===== config.mk =====
export PLATFORM = sky130hd
export DESIGN_NAME = rv32i_mem_arbiter
export DESIGN_NICKNAME = d
export VERILOG_FILES = /design/src/rtl/rv32i_mem_arbiter.sv
export SDC_FILE = /design/constraint.sdc
export NUM_CORES = 1
export LEC_CHECK = 0
export ABC_AREA = 1
export BUFFER_PORTS_ARGS = -buffer_cell sky130_fd_sc_hd__buf_2
export CORE_AREA = 5 5 103 105
export DETAILED_ROUTE_END_ITERATION = 10
export DIE_AREA = 0 0 108 110
export PLACE_DENSITY = 0.51
export REMOVE_ABC_BUFFERS = 1
export SLEW_MARGIN = 5
export SYNTH_ARGS = -nofsm -noshare
export SYNTH_HDL_FRONTEND = slang
export SYNTH_SLANG_ARGS = --single-unit

===== constraint.sdc =====
create_clock -name clk -period 1.6 [get_ports clk]
set_input_delay 0.08 -clock clk [delete_from_list [all_inputs] [get_ports clk]]
set_output_delay 0.08 -clock clk [all_outputs]
set_load 0.01 [all_outputs]

===== src/rtl/rv32i_mem_arbiter.sv =====
// ============================================================================
// Module   : rv32i_mem_arbiter
// Purpose  : Two-master (MEM stage / debug) arbiter for a single-port data RAM
//            with one-cycle read latency and bounded debug starvation.
// Revision : 1.0 - initial release
// ============================================================================
`default_nettype none

module rv32i_mem_arbiter #(
  parameter int STARVE_LIMIT = 4
) (
  input  logic        clk,
  input  logic        reset,
  // MEM-stage requester
  input  logic        m_req,
  input  logic        m_we,
  input  logic [3:0]  m_be,
  input  logic [29:0] m_addr,
  input  logic [31:0] m_wdata,
  output logic        m_gnt,
  output logic        m_rvalid,
  output logic        m_stall,
  // debug / loader requester
  input  logic        d_req,
  input  logic        d_we,
  input  logic [29:0] d_addr,
  input  logic [31:0] d_wdata,
  output logic        d_gnt,
  output logic        d_rvalid,
  // shared read return
  output logic [31:0] rdata,
  // RAM data port
  output logic        ram_en,
  output logic        ram_we,
  output logic [3:0]  ram_be,
  output logic [29:0] ram_addr,
  output logic [31:0] ram_wdata,
  input  logic [31:0] ram_rdata
);

  typedef enum logic [0:0] {
    ST_IDLE    = 1'b0,
    ST_RD_WAIT = 1'b1
  } state_t;

  localparam logic [3:0] C_LIMIT = 4'(STARVE_LIMIT);
  localparam logic       C_OWN_M = 1'b0;
  localparam logic       C_OWN_D = 1'b1;

  state_t      state_q;
  logic        owner_q;
  logic [3:0]  starve_cnt_q;
  logic        rst_sync_q;

  logic        w_idle;
  logic        w_rd_wait;
  logic        w_m_win;
  logic        w_d_win;
  logic        w_m_owns_rd;

  // Release of reset is retimed to clk; assertion still clears everything at once.
  always_ff @(posedge clk or negedge reset) begin
    if (!reset) rst_sync_q <= 1'b0;
    else        rst_sync_q <= 1'b1;
  end

  assign w_idle      = rst_sync_q && (state_q == ST_IDLE);
  assign w_rd_wait   = rst_sync_q && (state_q == ST_RD_WAIT);
  assign w_m_win     = w_idle && m_req && (!d_req || (starve_cnt_q < C_LIMIT));
  assign w_d_win     = w_idle && d_req && !w_m_win;
  assign w_m_owns_rd = w_rd_wait && (owner_q == C_OWN_M);

  always_comb begin
    m_gnt     = w_m_win;
    d_gnt     = w_d_win;
    ram_en    = w_m_win | w_d_win;
    ram_we    = 1'b0;
    ram_be    = 4'h0;
    ram_addr  = 30'd0;
    ram_wdata = 32'd0;
    if (w_m_win) begin
      ram_we    = m_we;
      ram_be    = m_we ? m_be : 4'h0;
      ram_addr  = m_addr;
      ram_wdata = m_wdata;
    end else if (w_d_win) begin
      ram_we    = d_we;
      ram_be    = d_we ? 4'hF : 4'h0;
      ram_addr  = d_addr;
      ram_wdata = d_wdata;
    end
  end

  assign m_rvalid = w_m_owns_rd;
  assign d_rvalid = w_rd_wait && (owner_q == C_OWN_D);
  assign rdata    = w_rd_wait ? ram_rdata : 32'd0;

  // The pipeline may advance in the cycle its own read data is returned.
  assign m_stall  = rst_sync_q && !w_m_owns_rd &&
                    ((m_req && !w_m_win) || (w_m_win && !m_we));

  always_ff @(posedge clk or negedge reset) begin
    if (!reset) begin
      state_q      <= ST_IDLE;
      owner_q      <= C_OWN_M;
      starve_cnt_q <= 4'd0;
    end else if (rst_sync_q) begin
      case (state_q)
        ST_IDLE: begin
          if (w_m_win && !m_we) begin
            state_q <= ST_RD_WAIT;
            owner_q <= C_OWN_M;
          end else if (w_d_win && !d_we) begin
            state_q <= ST_RD_WAIT;
            owner_q <= C_OWN_D;
          end
          if (w_d_win || !d_req) begin
            starve_cnt_q <= 4'd0;
          end else if (w_m_win && (starve_cnt_q < C_LIMIT)) begin
            starve_cnt_q <= starve_cnt_q + 4'd1;
          end
        end
        ST_RD_WAIT: begin
          state_q <= ST_IDLE;
        end
        default: begin
          state_q <= ST_IDLE;
        end
      endcase
    end
  end

endmodule

`default_nettype wire


After elaboration in Yosys (flattened, before gate mapping)
Cells that the tools add are included.
{ "word_totals": {"inputBits": 166, "register_bits": 7, "out_inout_bits": 105} }
{ "op_classes": {"n_lt_le_gt_ge": 1, "mux": 18, "reduce_logical": 26, "addsub": 1, "bitwise_logic": 3} }
{ "ops": {"columns": ["operator", "n"], "rows": [
  ["$mux W32", 3],
  ["$mux W30", 2],
  ["$mux W4", 6],
  ["$logic_and A1 B1 Y1", 14],
  ["$mux W1", 6],
  ["$reduce_and A3 Y1", 2],
  ["$logic_not A1 Y1", 5],
  ["$add A4 B1 Y4 const B", 1],
  ["$lt A4 B3 Y1 const B", 1],
  ["$reduce_bool A2 Y1", 2],
  ["$logic_or A1 B1 Y1", 3],
  ["$not A1 Y1", 2],
  ["$pmux W1 S2", 1],
  ["$or A1 B1 Y1", 1]
]} }

Longest topological paths before layout
{ "depth": {"depth_word": 10, "ltp_mapped": 9, "mapped_depth_nobuf": 8} }

Least setup slack after synthesis
OpenSTA, ideal clock, no wires.
{ "synth_timing": {"path_type": "register to output", "start": "register state_q", "end": "output ram_addr[0]", "setup_slack_ps": 371, "stages_incl_launch_ff": 10, "t_required_ps": 1520, "n_path_buf": 2, "arrival_time_ps": 1149, "cell_sequence": "dfrtp_1 -> inv_2 -> nand2_2 -> nor2_4 -> nand2_4 -> inv_2 -> buf_6 -> buf_6 -> nand2_1 -> nand2_1"} }
{ "synth_between": {"elab_chain_len": 8, "word_cells_on_any_way": 9, "cone_classes": "2 x mux; 1 x bitwise; 6 x reduce/logical"} }
{ "synth_rtl": {"columns": ["element", "line_no", "rtl"], "rows": [
  ["start, declared", "50", "state_t state_q;"],
  ["start signal, assigned", "104", "state_q <= ST_IDLE;"],
  ["start signal, assigned", "111", "state_q <= ST_RD_WAIT;"],
  ["start signal, assigned", "114", "state_q <= ST_RD_WAIT;"],
  ["$not A1 Y1 (no line) *", null, null],
  ["$logic_and A1 B1 Y1 *", "67", "assign w_idle = rst_sync_q && (state_q == ST_IDLE);"],
  ["$logic_and A1 B1 Y1 (2 in a row)", "69", "assign w_m_win = w_idle && m_req && (!d_req || (starve_cnt_q < C_LIMIT));"],
  ["$logic_not A1 Y1", "70", "assign w_d_win = w_idle && d_req && !w_m_win;"],
  ["$logic_and A1 B1 Y1", "70", null],
  ["$mux W30", "86", "end else if (w_d_win) begin"],
  ["$mux W30 *", "81", "if (w_m_win) begin"],
  ["end, declared", "36", "output logic [29:0] ram_addr,"]
]} }
Every way passes the cells marked *; elsewhere a longest branch is shown, timed or not.

Worst setup path after layout
{ "layout_timing": {"start": "register state_q", "end": "output ram_wdata[14]"} }
{ "layout_between": {"elab_chain_len": 8, "word_cells_on_any_way": 9, "cone_classes": "2 x mux; 1 x bitwise; 6 x reduce/logical"} }
{ "layout_rtl": {"columns": ["element", "line_no", "rtl"], "rows": [
  ["$not A1 Y1 (no line) *", null, null],
  ["$logic_and A1 B1 Y1 *", "67", null],
  ["$logic_and A1 B1 Y1 (2 in a row)", "69", null],
  ["$logic_not A1 Y1", "70", null],
  ["$logic_and A1 B1 Y1", "70", null],
  ["$mux W32", "86", null],
  ["$mux W32 *", "81", null],
  ["end, declared", "37", "output logic [31:0] ram_wdata,"]
]} }
Marks and branches as above.

==> impl_metrics.yaml <==
run_status:
  outcome: "finished, violations left"
  violations: "setup timing"
critical_path:
  max_stage_delay_ns: 0.39
  crit_slowest_cell: "dfrtp_1"
  path_delay_family: "buffers and inverters"
  cp_cell_sequence: "inv_2 > nand2_4 > nor2_4 > nand2_4 > inv_8 > buf_12 > clkbuf_16 > nand2_2 > nand2_1 > buf_2"
  crit_top_cell: "nand2_4"
  crit_buf_inv: 5
  worstSetupPathType: "reg -> out"
  crit_path_max_fanout: 8
  critPathCaptureType: "primary output"
  startpoint_type: "register"
  cp_data_arrival_time_ns: 1.55
  required_ns: 1.52
clock_tree:
  clk_latency_ns: 0.22
  cts_root_buf: "clkbuf_8"
  path_clk_slew_ns: 0.04
  clockBufferDepth: 2
  cts_buffers: 3
  htree_levels: 1
  cts_sinks: 7
  cts_tree: "done"
drt:
  wl_um: 9370
  drt_iter0_drc: 180
  routedWlPerCell_um: 12.7
  first_pass_iters: 4
  drc_errors: 0
  final_antenna_net_count: 0
  avgViaCountPerCell: 3.93
  vias: 2886
die:
  rows: 36
  core_area_mm2: 0.00955
  initial_core_util: 0.156
  die_area_mm2: 0.0119
  die_x_um: 108
  io_pins: 271
  die_h_um: 110
global_route:
  grt_first_pass_wirelength_um: 13400
  grtUsageTotal: 0.139
  gr-total-overflow: 0
  grt_max_degree: 34
  grt_pass1_vias: 2919
  grt_antenna_before_repair: 0
sta:
  setup_ws_ns: -0.0297
  timing.hold.ws_ns: 0.224
  tns_ns: -0.205
  rsz0062_at_grt: "true"
  setup_viol: 12
  max_freq_ghz: 0.614
  min_period_over_period: 1.02
  finClkSkew_ns: 0.00336
  finalHoldViolations: 0
  layout_min_cycle_time_ns: 1.63
  drv_slew: 0
pwr:
  leakage_nw: 2.39
  power.density_mw_per_mm2: 449
  p_sw_frac: 0.418
  combPwrFrac: 0.700
  ir_drop_mv: 0.171
  p_int_w: 0.000877
  clock_power_share: 0.161
  switchingPower_w: 0.000630
  seq_power_share: 0.140
synth:
  netlist_top_cells_count: "198 x nand2_1, 42 x inv_1, 40 x nor2_1, 7 x dfrtp_1, 6 x buf_4"
  synth.avg_cell_area_um2: 4.56
  synthArstFlopShare: 1.00
  synth-main-ff-cell: "dfrtp_1"
  synth_area_leader_cell: "nand2_1"
  synth_edf_count: 0
  netlist_top_cells_area: "nand2_1 50%, dfrtp_1 12%, inv_1 11%, nor2_1 10%, buf_4 3.0%"
  synth-seq-cells: 7
  ys_warn_count: 0
  syn_inst: 326
  netlist_area_mm2: 0.00149
  synth.most_common_cell: "nand2_1"
  yosysTopAreaCellShare: 0.500
  yosysSeqAreaShare: 0.118
  ys_types: 23
place:
  gp_congestion: 0.864
  hpwl_um: 7790
  port-buffer-count: 270
  dp_cells: 721
layout:
  fin_util: 0.352
  drive_above_1_share: 0.527
  instances_no_fill: 735
  num-fill-cells: 1105
  diodes: 0
  areaGrowthSynthToFinish_pct: 126
  num-nets-final: 770
job:
  max_cap_violations: 0
worst_hold_path:
  hold_class: "in -> reg"
[what timing repair did]
action | CTS | global route
gates resized for setup | 25 | 23
pin swaps | 0 | 10
setup buffers | 4 | 1
cloned | 3 | 1
endpoints found under the setup margin | 67 | 68
endpoints found under the hold margin | 7 | 0
hold buffers | 1 | 0
[worst paths after layout]
| check | from | to | slack [ns] | depth (start not counted) |
|---|---|---|---|---|
| max | state_q$_DFFE_PN0P_ | ram_wdata[14] | -0.03 | 10 |
| min | d_we | owner_q$_DFFE_PN0P_ | 0.22 | 4 |
| min reg2reg | starve_cnt_q[1]$_DFFE_PN0P_ | starve_cnt_q[1]$_DFFE_PN0P_ | 0.49 | 2 |
| max in group asynchronous | reset | rst_sync_q$_DFF_PN0_ | 1.21 | 2 |
| max reg2reg | state_q$_DFFE_PN0P_ | starve_cnt_q[2]$_DFFE_PN0P_ | 0.36 | 8 |
| min in group asynchronous | reset | starve_cnt_q[3]$_DFFE_PN0P_ | 0.23 | 2 |
[logic make-up (layout without fill, tap and decap cells)]
family,Yosys count,after routing,share of synthesized area
buffers and inverters,61,337,0.194
adder cells (fa/ha/maj),1,1,0.00842
AND/OR/NAND/NOR,249,249,0.650
XOR/XNOR,1,1,0.00590
flip-flops,7,7,0.118
AO/OA/AOI/OAI,6,6,0.0211
other,1,1,0.00252
[stage by stage]
step | total power [W] | setup slack [ns] | instance area (um2)
2_1_floorplan | 0.000601 | -0.00420 | 1370
3_3_place_gp | 0.00112 | 0.129 | 2980
3_5_place_dp | 0.00113 | 0.0914 | 2980
4_1_cts | 0.00149 | -0.0354 | 3250
5_1_grt | 0.00165 | -0.133 | 3360
6_report | 0.00151 | -0.0297 | 3360
[final cells by class]
type	count	area, um2	share of cell area
Multi-Input combinational cell	258	1090	0.326
Inverter	45	184	0.0547
Tap cell	133	166	0.0495
Timing Repair Buffer	288	1690	0.504
Clock buffer	4	45.0	0.0134
Sequential cell	7	175	0.0521
[tightest hold or removal path: stages]
cell	delay, ns
buf_2	0.10
inv_1	0.05
nand3_1	0.11
a21oi_1	0.07
[flip-flops by register name, indices dropped and copies added, names as in the netlist]
name,flops
starve_cnt_q,4
owner_q,1
rst_sync_q,1
state_q,1
[metal layers]
metal,share of wire,up-vias,GRT usage
li1,-,1486,-
met1,0.36,1207,0.155
met4,0.024,0,0.0451
met3,0.11,16,0.0361
met5,0,-,0
met2,0.51,177,0.258
[power by group through the flow]
stage / clock network (W) / logic [W] / registers (W)
after floorplan: 0 / 0.000391 / 0.000210
after global placement: 0 / 0.000908 / 0.000212
after detailed placement: 0 / 0.000915 / 0.000212
after CTS: 0.000251 / 0.00103 / 0.000210
after global routing: 0.000261 / 0.00117 / 0.000213
final: 0.000242 / 0.00105 / 0.000210
[cell usage in the layout, fill, tap and decap left out, types with 2 or more instances in the layout]
cell      instances
inv_8             2
nand3_1           3
buf_6            10
nand2_4           3
nor2_1           39
nand2_2          15
nand3_2           2
nand2_1         183
buf_4             5
buf_12            5
buf_2           262
dfrtp_1           7
nor2_4            2
clkbuf_8          3
a21oi_1           2
buf_16            3
inv_1            42
o21ai_2           2
(Power assumes the default switching activity.)
